==> src/rtl/axis_burst_reader.sv <==
// axis_burst_reader: drains an AXI-stream FIFO in fixed-length bursts framed
// by m_axis_tlast_o. If the residue stays below the FIFO threshold, it is
// flushed as a short frame once a timeout expires.
// Datapath: slave port -> one-beat hold register (h) -> registered output (o).
module axis_burst_reader #(
    parameter int unsigned DATA_WIDTH = 8,
    parameter int unsigned BURST_LEN  = 16,
    parameter int unsigned TIMEOUT    = 256
) (
    input  logic                  clk_i,
    input  logic                  rst_i,
    input  logic                  ena_i,
    input  logic                  fifo_empty_i,
    input  logic                  s_axis_tvalid_i,
    output logic                  s_axis_tready_o,
    input  logic [DATA_WIDTH-1:0] s_axis_tdata_i,
    output logic                  m_axis_tvalid_o,
    input  logic                  m_axis_tready_i,
    output logic [DATA_WIDTH-1:0] m_axis_tdata_o,
    output logic                  m_axis_tlast_o,
    output logic                  busy_o,
    output logic                  flushing_o
);

    localparam int unsigned BeatW = (BURST_LEN > 1) ? $clog2(BURST_LEN) : 1;
    localparam int unsigned TmoW  = (TIMEOUT > 0) ? $clog2(TIMEOUT + 1) : 1;
    localparam logic [BeatW-1:0] LastBeat = BeatW'(BURST_LEN - 1);
    localparam logic [TmoW-1:0]  TmoLimit = TmoW'(TIMEOUT);

    typedef enum logic [1:0] {
        StIdle  = 2'd0,
        StBurst = 2'd1,
        StFlush = 2'd2
    } state_e;

    state_e                  state_q, state_d;
    logic [BeatW-1:0]        beat_q, beat_d;
    logic [TmoW-1:0]         tmo_q, tmo_d;

    logic                    h_valid_q, h_valid_d;
    logic [DATA_WIDTH-1:0]   h_data_q, h_data_d;
    logic                    h_last_q, h_last_d;

    logic                    o_valid_q, o_valid_d;
    logic [DATA_WIDTH-1:0]   o_data_q, o_data_d;
    logic                    o_last_q, o_last_d;

    logic                    busy_q;
    logic                    flushing_q;

    logic                    o_load;
    logic                    h_move;
    logic                    s_ready;
    logic                    accept;
    logic                    beat_last;
    logic                    pend_flush;
    logic                    flush_term;

    // Handshake and framing decisions shared by the datapath and the FSM.
    always_comb begin
        o_load     = ~o_valid_q | m_axis_tready_i;
        h_move     = h_valid_q & o_load;
        s_ready    = ena_i & (state_q != StIdle) & (~h_valid_q | o_load);
        accept     = s_ready & s_axis_tvalid_i;
        beat_last  = (beat_q == LastBeat);
        // A flush beat waits in h until we know whether another beat follows.
        // A leftover burst beat already carries tlast and never waits.
        pend_flush = (state_q == StFlush) & h_valid_q & ~h_last_q;
        // Source went quiet with a flush beat held: it closes the frame.
        flush_term = pend_flush & o_load & ~s_axis_tvalid_i;
    end

    // Hold and output register next-state.
    always_comb begin
        h_valid_d = h_valid_q;
        h_data_d  = h_data_q;
        h_last_d  = h_last_q;
        o_valid_d = o_valid_q;
        o_data_d  = o_data_q;
        o_last_d  = o_last_q;

        if (o_load) begin
            o_valid_d = h_valid_q;
            if (h_valid_q) begin
                o_data_d = h_data_q;
                o_last_d = h_last_q | flush_term;
            end else begin
                o_last_d = 1'b0;
            end
        end

        if (h_move) begin
            h_valid_d = 1'b0;
        end
        if (accept) begin
            h_valid_d = 1'b1;
            h_data_d  = s_axis_tdata_i;
            h_last_d  = beat_last;
        end
    end

    // Frame FSM: beat counter, timeout counter and state transitions.
    always_comb begin
        state_d = state_q;
        beat_d  = beat_q;
        tmo_d   = '0;

        unique case (state_q)
            StIdle: begin
                beat_d = '0;
                if (!fifo_empty_i) begin
                    state_d = StBurst;
                end else if ((TIMEOUT != 0) && s_axis_tvalid_i) begin
                    tmo_d = tmo_q + 1'b1;
                    if (tmo_d == TmoLimit) begin
                        state_d = StFlush;
                        tmo_d   = '0;
                    end
                end
            end

            StBurst: begin
                // fifo_empty_i is deliberately ignored: the frame is committed.
                if (accept) begin
                    if (beat_last) begin
                        state_d = StIdle;
                        beat_d  = '0;
                    end else begin
                        beat_d = beat_q + 1'b1;
                    end
                end
            end

            StFlush: begin
                if (accept) begin
                    if (beat_last) begin
                        state_d = StIdle;
                        beat_d  = '0;
                    end else begin
                        beat_d = beat_q + 1'b1;
                    end
                end else if (flush_term) begin
                    state_d = StIdle;
                    beat_d  = '0;
                end else if (!s_axis_tvalid_i && (beat_q == '0)) begin
                    // Nothing of this flush was taken: leave without a frame.
                    state_d = StIdle;
                end
            end

            default: begin
                state_d = StIdle;
                beat_d  = '0;
            end
        endcase
    end

    // State registers; ena_i low freezes everything.
    always_ff @(posedge clk_i or posedge rst_i) begin
        if (rst_i) begin
            state_q    <= StIdle;
            beat_q     <= '0;
            tmo_q      <= '0;
            h_valid_q  <= 1'b0;
            h_data_q   <= '0;
            h_last_q   <= 1'b0;
            o_valid_q  <= 1'b0;
            o_data_q   <= '0;
            o_last_q   <= 1'b0;
            busy_q     <= 1'b0;
            flushing_q <= 1'b0;
        end else if (ena_i) begin
            state_q    <= state_d;
            beat_q     <= beat_d;
            tmo_q      <= tmo_d;
            h_valid_q  <= h_valid_d;
            h_data_q   <= h_data_d;
            h_last_q   <= h_last_d;
            o_valid_q  <= o_valid_d;
            o_data_q   <= o_data_d;
            o_last_q   <= o_last_d;
            busy_q     <= (state_d != StIdle);
            flushing_q <= (state_d == StFlush);
        end
    end

    assign s_axis_tready_o = s_ready;
    assign m_axis_tvalid_o = o_valid_q;
    assign m_axis_tdata_o  = o_data_q;
    assign m_axis_tlast_o  = o_last_q;
    assign busy_o          = busy_q;
    assign flushing_o      = flushing_q;

endmodule

==> config.mk <==
export PLATFORM = sky130hd
export DESIGN_NAME = axis_burst_reader
export DESIGN_NICKNAME = d
export VERILOG_FILES = /design/src/rtl/axis_burst_reader.sv
export SDC_FILE = /design/constraint.sdc
export NUM_CORES = 1
export LEC_CHECK = 0
export CAP_MARGIN = 25
export CORE_UTILIZATION = 40
export CTS_BUF_LIST = sky130_fd_sc_hd__clkbuf_16
export DETAILED_ROUTE_END_ITERATION = 12
export HOLD_SLACK_MARGIN = 0.02
export PLACE_DENSITY_LB_ADDON = 0.08
export SLEW_MARGIN = 20
export SYNTH_ARGS = -nofsm -noshare
export SYNTH_HDL_FRONTEND = slang
export SYNTH_SLANG_ARGS = --single-unit
==> constraint.sdc <==
create_clock -name clk_i -period 2.6 [get_ports clk_i]
set_input_delay 0.26 -clock clk_i [delete_from_list [all_inputs] [get_ports clk_i]]
set_output_delay 0.26 -clock clk_i [all_outputs]
set_load 0.01 [all_outputs]
==> results.py, run 1 <==
metrics = {
    "cts": {
        "post_cts_buffers": 0,
        "clock_latency_ps": 280,
        "htree_levels": 2,
        "cts_buffer_depth": 2,
        "tritoncts": "yes",
        "cts_made_buffers": 5,
        "clock-root-buffer": "clkbuf_16",
        "clk_pin_slew_ps": 60,
        "holdBufCountCts": 0,
        "post_cts_resized": 0,
        "clkSinkCount": 37,
    },
    "synthesis": {
        "avgSynthCellArea_um2": 10.4,
        "synth_top_area_frac": 0.487,
        "yosys.area.top_type": "dfrtp_1",
        "ys_ff_latch": 37,
        "ys_top_cells_by_area": "dfrtp_1 (49%), mux2_2 (10%), ha_1 (4.6%)",
        "ys_warn_count": 0,
        "netlist_instances": 182,
        "yosys.cell_types.count": 44,
        "syn_area_um2": 1900,
        "synthesis.nets": 203,
        "synth-edff-count": 0,
        "ys_seq_area_frac": 0.487,
        "yosys_most_used_dff": "dfrtp_1",
        "async_flop_share": 1.00,
    },
    "route": {
        "initialDrtViolationCount": 86,
        "ant_nets": 0,
        "wl_per_cell_um": 14.8,
        "vias_per_cell": 5.47,
        "vias": 1454,
        "routed_wl_mm": 3.94,
        "drc": 0,
        "first_pass_iters": 4,
    },
    "power_and_ir_drop": {
        "vdd_ir_drop_max_mv": 0.565,
        "power_frac_comb": 0.273,
        "switchingPower_w": 0.000605,
        "netSwitchingFraction": 0.271,
        "p_leak_nw": 1.04,
        "power.density_nw_per_um2": 923,
        "p_int_w": 0.00163,
        "clockPowerShare": 0.350,
        "pwr-share-seq": 0.377,
    },
    "floorplan": {
        "boundaryPins": 27,
        "start_util": 0.425,
        "die_width_um": 71.0,
        "rows": 24,
        "die-height_um": 71.0,
        "die-area_um2": 5030,
        "core_um2": 4470,
    },
    "timing": {
        "hold_viol_final": 0,
        "setup_viol": 0,
        "setup_tns_ps": 0,
        "rsz0062_at_grt": "false",
        "finalMaxSlewViolations": 0,
        "max_freq_mhz": 466,
        "post-route-period-util": 0.826,
        "period_needed_ps": 2150,
        "max-slew-margin-rel": 0.690,
        "clock_skew_ps": 6.13,
        "tightest_slew_ps": 464,
    },
    "layout": {
        "fin_cells": 266,
        "diodes": 0,
        "final_common_cell": "dfrtp_1",
        "fin_nets": 234,
        "layout-area-overhead-vs-synth_pct": 27.2,
        "drive_gt1_frac": 0.159,
        "layout_common_cells": "dfrtp_1 (37), clkdlybuf4s50_1 (26), nand2_1 (18)",
    },
    "grt": {
        "antenna_found_initial": 0,
        "grt_pass1_vias": 1524,
        "grt_first_pass_wirelength_mm": 6.87,
        "overflow": 0,
        "globalRouteTotalUtil": 0.177,
        "grt_max_degree": 38,
    },
    "place": {
        "dp_cells": 258,
        "portBuffers": 26,
        "dp_hpwl_mm": 2.83,
        "gp_congestion": 0.840,
    },
    "setup_path": {
        "critPathKind": "reg2reg",
        "crit_path_end_kind": "flop",
        "reg2reg_depth": 7,
        "worstPathArrival_ps": 2330,
        "startpoint_type": "flop",
        "crit_fanout": 7,
        "required_ps": 2790,
    },
    "outcome": {
        "status": "complete, no violations",
    },
    "min_path": {
        "hp-class": "in2async",
    },
    "flow_run": {
        "maxCapViolations": 0,
    },
}
cell usage after synthesis, types with 4 or more instances:
| master | number |
|---|---|
| ha_1 | 7 |
| nand2b_1 | 5 |
| inv_1 | 13 |
| nor2_1 | 9 |
| nor3_1 | 4 |
| dfrtp_1 | 37 |
| mux2_2 | 17 |
| o21ai_0 | 11 |
| nand3_1 | 10 |
| nand2_1 | 18 |
metal layers:
metal,vias to the layer above,share of wire,GRT usage,routed length [um]
li1,712,-,-,-
met1,709,0.45,0.212,1770
met2,28,0.49,0.302,1950
met3,5,0.048,0.0527,188
met4,0,0.0094,0.0644,37
met5,-,0,0,0
worst max-delay path: stages (launching register included):
cell,delay [ps]
dfrtp_1,410
inv_1,110
ha_1,290
o41ai_2,450
o2bb2ai_1,140
a211oi_1,310
a21oi_2,90
o32ai_2,250
stage by stage:
step / area [um2] / power (W) / setup WS [ps] / util / hold slack, ps
after detailed placement: 2230 / 0.00147 / 401 / 0.498 / 483
after CTS: 2420 / 0.00226 / 454 / 0.541 / 414
after global placement: 2230 / 0.00144 / 445 / 0.498 / 477
after floorplan: 1900 / 0.00119 / 690 / - / 412
final: 2420 / 0.00223 / 453 / 0.541 / 385
after global routing: 2420 / 0.00237 / 289 / 0.541 / 455
area by class of cell:
cell class,count,area (um2)
clock inverters,3,65.1
multi-input cells,126,902
flip-flops and latches,37,926
repair buffers,29,283
inverters,14,52.6
well taps,52,65.1
clock buffers,5,125
fillers,402,2060
power groups by stage:
stage | Sequential (W) | Combinational, W | Clock [W]
final | 0.000842 | 0.000610 | 0.000781
after floorplan | 0.000864 | 0.000324 | 0
after global placement | 0.000838 | 0.000597 | 0
after detailed placement | 0.000853 | 0.000616 | 0
after global routing | 0.000871 | 0.000673 | 0.000823
after CTS | 0.000844 | 0.000622 | 0.000793
state kept, by name (all words and copies together) (netlist names), 2 cells and up:
register	flops
h_data_q	8
m_axis_tdata_o	8
beat_q	4
tmo_q	9
state_q	2
path summary, 6_finish.rpt:
check                            startpoint           endpoint  slack (ps)
worst max register to register   state_q[0]         flushing_o         450
min in group clk_i              h_data_q[2]  m_axis_tdata_o[2]         500
worst max-delay path             state_q[0]         flushing_o         450
max in group asynchronous             rst_i        h_data_q[0]        1880
worst min-delay path                  rst_i  m_axis_tdata_o[6]         380
worst min register to register  h_data_q[2]  m_axis_tdata_o[2]         500
kinds of logic after synthesis:
group / synth area share
simple gates: 0.161
mux: 0.111
xor+xnor: 0.00921
compound gates: 0.147
fa+ha+maj: 0.0461
flops: 0.487
buf+inv: 0.0388
No activity file was read; power rests on OpenSTA's default activity.
==> run 2: changes to the inputs <==
==> constraint.sdc (replaced) <==
create_clock -name clk_i -period 2.15 [get_ports clk_i]
set_input_delay 0.215 -clock clk_i [delete_from_list [all_inputs] [get_ports clk_i]]
set_output_delay 0.215 -clock clk_i [all_outputs]
set_load 0.01 [all_outputs]
==> results.py, run 2 (synthesis results as in run 1) <==
metrics = {
    "layout": {
        "final_common_cell": "dfrtp_1",
        "fin_cells": 272,
        "fin_nets": 240,
        "diodes": 0,
        "layout-area-overhead-vs-synth_pct": 29.1,
        "regMostFlops": "tmo_q",
        "layout_common_cells": "dfrtp_1 (37), clkdlybuf4s50_1 (26), nand2_1 (18)",
        "drive_gt1_frac": 0.195,
        "design_area_um2": 2450,
        "largest_reg_flops": 9,
        "post-route-util": 0.549,
    },
    "power_and_ir_drop": {
        "power.density_nw_per_um2": 1060,
        "netSwitchingFraction": 0.281,
        "clockPowerShare": 0.316,
        "p_leak_nw": 1.06,
        "vdd_ir_drop_max_mv": 0.708,
        "switchingPower_w": 0.000733,
        "p_int_w": 0.00188,
        "power_frac_comb": 0.296,
        "pwr-share-seq": 0.388,
    },
    "grt": {
        "antenna_found_initial": 0,
        "grt_max_degree": 38,
        "grt_first_pass_wirelength_mm": 6.54,
        "overflow": 0,
        "globalRouteTotalUtil": 0.167,
        "grt_pass1_vias": 1485,
    },
    "floorplan": {
        "start_util": 0.425,
        "boundaryPins": 27,
        "core_um2": 4470,
        "die-height_um": 71.0,
        "die_width_um": 71.0,
        "rows": 24,
        "die-area_um2": 5030,
    },
    "route": {
        "drc": 0,
        "ant_nets": 0,
        "routed_wl_mm": 3.89,
        "vias": 1486,
        "initialDrtViolationCount": 63,
        "first_pass_iters": 4,
        "wl_per_cell_um": 14.3,
        "vias_per_cell": 5.46,
    },
    "timing": {
        "max-slew-margin-rel": 0.674,
        "tightest_slew_ps": 488,
        "hold_viol_final": 0,
        "setup_slack_ps": 132,
        "period_needed_ps": 2020,
        "clock_skew_ps": 2.57,
        "max_freq_mhz": 495,
        "setup_viol": 0,
        "finalMaxSlewViolations": 0,
        "post-route-period-util": 0.939,
    },
    "place": {
        "dp_cells": 264,
        "dpl_cell_area_um2": 2270,
        "pre_cts_ws_ps": 54.9,
        "portBuffers": 26,
        "dp_hpwl_mm": 2.86,
        "gp_congestion": 0.877,
    },
    "cts": {
        "post_cts_buffers": 0,
        "cts_buffer_depth": 2,
        "cts_made_buffers": 5,
        "clock-root-buffer": "clkbuf_16",
        "htree_levels": 2,
        "clock_latency_ps": 270,
        "clk_pin_slew_ps": 60,
        "clkSinkCount": 37,
        "tritoncts": "yes",
    },
    "setup_path": {
        "crit_fanout": 7,
        "worstPathArrival_ps": 1800,
        "critPathSlowestCell": "clkdlybuf4s50_1",
        "startpoint_type": "flop",
        "crit_path_end_kind": "output port",
        "path_cells": "inv_1, ha_2, nor3_1, clkdlybuf4s50_1",
        "critPathKind": "reg2out",
        "slowest_delay_ps": 570,
        "required_ps": 1930,
    },
    "flow_run": {
        "maxCapViolations": 0,
    },
    "min_path": {
        "hp-class": "in2async",
    },
    "outcome": {
        "status": "complete, no violations",
    },
}
run 2: cell types whose count changed in the layout (fill, tap and decap cells not counted):
cell       before  now
bufinv_16       2    1
nor3_1          4    3
a211oi_2        0    1
buf_4           3    9
a211oi_1        2    1
inv_6           0    1
ha_1            7    6
nor3_2          0    1
ha_2            0    1
run 2: final cells by class:
type / count / area, um2
sequential: 37 / 926
clock inverter: 3 / 43.8
inverter: 14 / 52.6
multi-input combinational: 126 / 915
timing repair buffer: 35 / 328
fill: 376 / 2020
clock buffer: 5 / 125
tap: 52 / 65.1
run 2: power by group through the flow:
stage	sequential (W)	combinational (W)	clock, W
final	0.00101	0.000772	0.000823
after global routing	0.00104	0.000841	0.000869
after CTS	0.00101	0.000770	0.000839
after detailed placement	0.00103	0.000766	0
after global placement	0.00101	0.000745	0
after floorplan	0.00104	0.000392	0
run 2: final timing paths:
check / slack (ps) / to / startpoint / depth (start not counted)
worst max-delay path: 130 / s_axis_tready_o / state_q[0] / 4
worst min register to register: 510 / m_axis_tdata_o[5] / h_data_q[5] / 1
worst min-delay path: 350 / m_axis_tdata_o[6] / rst_i / 3
worst max register to register: 140 / flushing_o / state_q[0] / 8
max in group asynchronous: 1480 / h_data_q[2] / rst_i / 3
min in group clk_i: 510 / m_axis_tdata_o[5] / h_data_q[5] / 1
run 2: worst max-delay path, delay by kind of cell, from the launching register on:
kind | cells | cell delay, ps
fa+ha+maj | 1 | 250
buf+inv | 2 | 680
simple gates | 1 | 210
flops | 1 | 400
run 2: timing repair:
item / 4_1_cts / 5_1_grt
hold buffers: 0 / 0
setup endpoints to repair: 0 / 3
gates resized for setup: 0 / 3
run 2: stage by stage:
| step | setup TNS, ps | hold slack [ps] | total power (W) |
|---|---|---|---|
| floorplan | 0 | 367 | 0.00144 |
| CTS | 0 | 362 | 0.00262 |
| global route | -15.1 | 422 | 0.00275 |
| detailed placement | 0 | 489 | 0.00179 |
| finish | 0 | 347 | 0.00261 |
| global placement | 0 | 476 | 0.00176 |
run 2: routing by layer:
layer | track usage | share of wire
met5 | 0 | 0
met4 | 0.0756 | 0.0095
met3 | 0.0484 | 0.055
met2 | 0.276 | 0.50
met1 | 0.203 | 0.44
==> run 3: changes to the inputs <==
--- a/config.mk
+++ b/config.mk
@@ -5,7 +5,7 @@
 export SDC_FILE = /design/constraint.sdc
 export NUM_CORES = 1
 export LEC_CHECK = 0
-export CAP_MARGIN = 25
+export CAP_MARGIN = 20
 export CORE_UTILIZATION = 40
 export CTS_BUF_LIST = sky130_fd_sc_hd__clkbuf_16
 export DETAILED_ROUTE_END_ITERATION = 12
==> results of run 3 <==
Final layout, timing and power as in run 2 (identical DEF).
